File: src/rtl/input_port.sv
// input_port: synchronised, debounced switch input with valid/read handshake for the cpu IN path
// Ports:
//   i_clk   - system clock, rising edge
//   i_rst   - asynchronous reset, active-low
//   i_sw    - raw asynchronous switch inputs
//   i_rd    - cpu read strobe, one cycle per IN instruction
//   o_data  - last committed (debounced) switch value
//   o_valid - committed value changed since last read
//   o_ovr   - overrun: commit while o_valid already set (only with INPUT_PORT_OVERRUN_EN)
// Optional feature macro: INPUT_PORT_OVERRUN_EN (undefined: o_ovr tied low)
module input_port #(
  parameter int WIDTH           = 8,
  parameter int DEBOUNCE_CYCLES = 100000,
  parameter int CNT_W           = 17
) (
  input  logic             i_clk,
  input  logic             i_rst,
  input  logic [WIDTH-1:0] i_sw,
  input  logic             i_rd,
  output logic [WIDTH-1:0] o_data,
  output logic             o_valid,
  output logic             o_ovr
);
  localparam logic [CNT_W-1:0] LAST = CNT_W'(DEBOUNCE_CYCLES - 1);
  logic [WIDTH-1:0] r_sync1, r_sync2, r_cand, r_data;
  logic [CNT_W-1:0] r_cnt;
  logic             r_valid;
  logic             w_commit;
  // commit only after a full stable window, and only when the value actually differs
  assign w_commit = (r_sync2 == r_cand) && (r_cnt == LAST) && (r_cand != r_data);
  always_ff @(posedge i_clk or negedge i_rst) begin
    if (!i_rst) begin
      r_sync1 <= '0;
      r_sync2 <= '0;
      r_cand  <= '0;
      r_data  <= '0;
      r_cnt   <= '0;
      r_valid <= 1'b0;
    end else begin
      r_sync1 <= i_sw;
      r_sync2 <= r_sync1;
      // one counter shared by the whole word: any bit change restarts the window
      if (r_sync2 != r_cand) begin
        r_cand <= r_sync2;
        r_cnt  <= '0;
      end else if (r_cnt != LAST) begin
        r_cnt <= r_cnt + 1'b1;
      end
      if (w_commit) r_data <= r_cand;
      // a commit on the same edge as a read keeps valid set: the new data is unread
      r_valid <= w_commit | (r_valid & ~i_rd);
    end
  end
`ifdef INPUT_PORT_OVERRUN_EN
  logic r_ovr;
  always_ff @(posedge i_clk or negedge i_rst) begin
    if (!i_rst) r_ovr <= 1'b0;
    else        r_ovr <= (w_commit & r_valid & ~i_rd) | (r_ovr & ~i_rd);
  end
  assign o_ovr = r_ovr;
`else
  assign o_ovr = 1'b0;
`endif
  assign o_data  = r_data;
  assign o_valid = r_valid;
endmodule

File: config.mk
export PLATFORM = sky130hd
export DESIGN_NAME = input_port
export DESIGN_NICKNAME = d
export VERILOG_FILES = /design/src/rtl/input_port.sv
export SDC_FILE = /design/constraint.sdc
export NUM_CORES = 1
export LEC_CHECK = 0
export ABC_AREA = 1
export CAP_MARGIN = 15
export CORE_AREA = 2 2 72 74
export CTS_CLUSTER_SIZE = 30
export DETAILED_ROUTE_END_ITERATION = 8
export DIE_AREA = 0 0 74 76
export PLACE_DENSITY = 0.76
export SETUP_SLACK_MARGIN = 0.3
export SKIP_CTS_REPAIR_TIMING = 1
export SLEW_MARGIN = 20
export SYNTH_ARGS = -nofsm -noshare
export SYNTH_HDL_FRONTEND = slang
export SYNTH_SLANG_ARGS = --single-unit
File: constraint.sdc
create_clock -name i_clk -period 1.9 [get_ports i_clk]
set_input_delay 0.285 -clock i_clk [delete_from_list [all_inputs] [get_ports i_clk]]
set_output_delay 0.285 -clock i_clk [all_outputs]
set_load 0.05 [all_outputs]
Word-level counts from Yosys, hierarchy flattened
Index checks and enable logic that the tools add are counted.
{ "op_classes": {"addsub": 1, "eq_ne": 5, "muxes": 2, "n_bitwise": 3, "n_reduce_logical": 3} }
{ "op_table": {"columns": ["operator", "n"], "rows": [
  ["17-bit 2-to-1 mux", 2],
  ["17-bit by 1-bit adder with 17-bit output (second input constant)", 1],
  ["17-bit == test (second input constant)", 1],
  ["17-bit != test (second input constant)", 1],
  ["8-bit != test", 2],
  ["8-bit == test", 1],
  ["1-bit logical AND", 2],
  ["2-bit nonzero test", 1],
  ["1-bit bitwise AND", 1],
  ["1-bit inverter", 1],
  ["1-bit bitwise OR", 1]
]} }
{ "word_totals": {"register_bits": 50, "output_inout_bits": 10} }

Depth between registers and ports, before layout
{ "depth": {"ltp_word": 4, "depth_mapped": 9, "mapped_depth_nobuf": 9} }

Least setup slack after synthesis
OpenSTA, ideal clock, no wires.
{ "synth_timing": {"kind": "register to register", "startpoint": "reg r_data[2], in the netlist o_data[2]", "endpoint": "reg r_valid, in the netlist o_valid", "arrival_time_ns": 1.303, "t_required_ns": 1.776, "setup_slack_ns": 0.473, "stages_incl_launch_ff": 7, "n_path_buf": 0, "period_less_slack_ns": 1.427, "cell_sequence": "dfrtp_1 xnor2_1 nand2_1 nor2_1 nand2_2 nand3_4 o21ai_1"} }
{ "synth_between": {"elab_chain_cells": 3} }
{ "synth_lines": {"columns": ["element", "line_no", "text"], "rows": [
  ["start, declared", "25", "logic [WIDTH-1:0] r_sync1, r_sync2, r_cand, r_data;"],
  ["start signal, assigned", "49", "if (w_commit) r_data <= r_cand;"],
  ["8-bit != test", "30", "assign w_commit = (r_sync2 == r_cand) && (r_cnt == LAST) && (r_cand != r_data);"],
  ["1-bit logical AND", "30", null],
  ["1-bit bitwise OR", "51", "r_valid <= w_commit | (r_valid & ~i_rd);"],
  ["end signal, assigned", "51", null],
  ["end, declared", "27", "logic r_valid;"]
]} }
Every way passes these cells.
A chain may end at the register's enable or synchronous reset.

Worst setup path in the final report
{ "layout_timing": {"startpoint": "reg r_cnt[0]", "endpoint": "reg r_data[0], in the netlist o_data[0]"} }
{ "layout_between": {"elab_chain_cells": 3} }
{ "layout_lines": {"columns": ["element", "line_no", "text"], "rows": [
  ["start, declared", "26", "logic [CNT_W-1:0] r_cnt;"],
  ["start signal, assigned", "47", "r_cnt <= r_cnt + 1'b1;"],
  ["17-bit == test", "30", null],
  ["1-bit logical AND (2 in series)", "30", null]
]} }
Every way passes these cells.

==> impl_metrics.json <==
{
  "cts.path.max_buffers": 2,
  "max_slew_margin": 0.6483,
  "num_antenna_cells": 0,
  "layout.cells.non_filler": 388,
  "grt_pass1_wl_um": 7182,
  "end_kind": "register",
  "p_leak_nw": 1.544,
  "setup_violations": 0,
  "cts_tree": "yes",
  "dp_slack_ns": 0.2699,
  "wl_per_cell_um": 12.17,
  "cts_inserted_buffers": 5,
  "finClkSkew_ns": 0.006583,
  "die_area_mm2": 0.005624,
  "num_vias": 1827,
  "syn_area_mm2": 0.002426,
  "ant_nets": 0,
  "drcViolationCount": 0,
  "syn2layout_area_growth_pct": 21.35,
  "drt_first_pass_iters": 4,
  "cp_max_fo": 5,
  "r2r-start": "r_cnt[0]$_DFFE_PN0P_",
  "finalSetupTns_ns": 0,
  "status": "finished, final reports clean",
  "startpoint": "r_cnt[0]$_DFFE_PN0P_",
  "wirelength_um": 4723,
  "via_per_inst": 4.709,
  "grtUsageMet2": 0.2330,
  "peakVddDrop_uv": 494.6,
  "grt_util_met1": 0.2425,
  "crit_type": "reg -> reg",
  "grt_pass1_vias": 1591,
  "dp.cells": 360,
  "synth-seq-cells": 50,
  "min_path_type": "reg -> reg",
  "crit_required_ns": 2.10,
  "yosys.cell_types.count": 32,
  "die_w_um": 74,
  "synth.avg_cell_area_um2": 8.634,
  "antenna_found_initial": 0,
  "timing.final.crit_share": 0.8170,
  "root_buffer": "clkbuf_8",
  "final_core_util": 0.5993,
  "finalHoldViolCount": 0,
  "critPathSlowestCell": "dfrtp_1",
  "gp_congestion": 0.8862,
  "grt_busiest_layer": "met1",
  "hp-start": "r_sync1[0]$_DFF_PN0_",
  "max_cap_viol_count": 0,
  "drv_slew": 0,
  "drtIter0Drc": 151,
  "die_y_um": 76,
  "powerDensity_mw_per_mm2": 618.2,
  "tightest_slew_ns": 0.5276,
  "cp_data_arrival_time_ns": 1.75,
  "grtUsageTotal": 0.1675,
  "rsz0062_at_grt": "no",
  "final_area_mm2": 0.002944,
  "coreArea_mm2": 0.004912,
  "drive_above_1_share": 0.2233,
  "layout_setup_ws_ns": 0.3477,
  "place_area_mm2": 0.002646,
  "start_kind": "register",
  "cts_max_level": 2,
  "gr-total-overflow": 0,
  "worstSkewPairLatency_ns": 0.30,
  "worstPathCellList": "ha_4 > nand3_2 > inv_2 > nand4_4 > nor2_4 > nand3_2 > nand2_1 > nand2_1",
  "synthFlopType": "dfrtp_1",
  "ys_warn_count": 0,
  "grt_max_degree": 29,
  "max_stage_delay_ns": 0.42,
  "max_freq_mhz": 644.2,
  "clkTransAtPathRegs_ns": 0.09,
  "hpwl_um": 3196,
  "final_common_cell": "nand2_1",
  "rows": 26,
  "num_io_pins": 21,
  "min_period_ns": 1.552,
  "synth_edf_count": 0,
  "syn_inst": 281,
  "final_nets": 330,
  "cts_sinks": 50,
  "io_buffers": 19,
  "synth_fp_nets": 293,
  "async_reset_ff_frac": 1.000,
  "grt_use_met3": 0.03571,
  "seq_area_frac_synth": 0.5157,
  "layout_common_cells": "nand2_1 (80), dfrtp_1 (50), inv_1 (36)",
  "initial_core_util": 0.4939
}
metal layers:
metal,wire length [µm],share of wire
met5,0,0
met4,65,0.014
met1,2223,0.47
met2,2265,0.48
met3,169,0.036
critical path: cells and delay by family, from the launching register on:
family	cells	cell delay, ns
fa+ha+maj	1	0.17
buf+inv	1	0.12
flops	1	0.42
simple gates	6	0.73
registers in the layout, summed over array words and instances, names as in the netlist:
register and cells:
r_cnt 17, o_data 8, r_cand 8, r_sync1 8, r_sync2 8, o_valid 1
layout make-up:
type | instances | area (µm²)
repair buffers | 39 | 376.6
flip-flops and latches | 50 | 1251
clock inverters | 2 | 15.01
multi-input cells | 180 | 987.2
inverters | 42 | 157.7
clock buffers | 5 | 68.82
well taps | 70 | 87.58
fillers | 420 | 1968
cell families (layout without fill, tap and decap cells):
logic type               after synthesis  in the layout  share of synthesized area
AO/OA/AOI/OAI                         17             17                    0.05673
XOR/XNOR                               7              7                    0.02527
adder cells (fa/ha/maj)                1              1                   0.005156
buffers and inverters                 54             88                    0.09799
flip-flops                            50             50                     0.5157
other                                  1              1                   0.001546
AND/OR/NAND/NOR                      151            154                     0.2976
power by group:
part	switching [mW]	internal, mW	leakage (nW)
combinational	0.0637	0.0478	0.864
sequential	0.0190	1.09	0.643
clock	0.349	0.252	0.0362
cells in the mapped netlist, types with 2 or more instances:
cell type  number  area share
a21oi_2         7       0.025
buf_6           2      0.0093
clkbuf_1        8       0.012
dfrtp_1        50        0.52
inv_1          36       0.056
inv_2           5      0.0077
nand2_1        80        0.12
nand2_2         4       0.010
nand3_1        10       0.021
nand4_1        13       0.034
nor2_1         27       0.042
nor2_2          7       0.018
o21ai_2         7       0.025
or2_2           2      0.0052
xnor2_1         4       0.014
xor2_1          3       0.011
through the flow:
stage	hold slack, ns	power (mW)
after floorplan	-0.01059	1.179
after global placement	0.2858	1.224
after detailed placement	0.2915	1.228
after CTS	-0.04843	1.825
after global routing	0.3702	1.901
final	0.3545	1.820
worst paths after layout:
| path | cells after the start | endpoint | slack (ns) |
|---|---|---|---|
| min reg2reg | 0 | r_sync2[0]$_DFF_PN0_ | 0.35 |
| min | 0 | r_sync2[0]$_DFF_PN0_ | 0.35 |
| max | 8 | o_data[0]$_DFFE_PN0P_ | 0.35 |
| min in group asynchronous | 2 | r_sync1[2]$_DFF_PN0_ | 0.48 |
| max reg2reg | 8 | o_data[0]$_DFFE_PN0P_ | 0.35 |
| max in group asynchronous | 3 | r_cnt[9]$_DFFE_PN0P_ | 0.89 |
No activity file was read; power rests on OpenSTA's default activity.
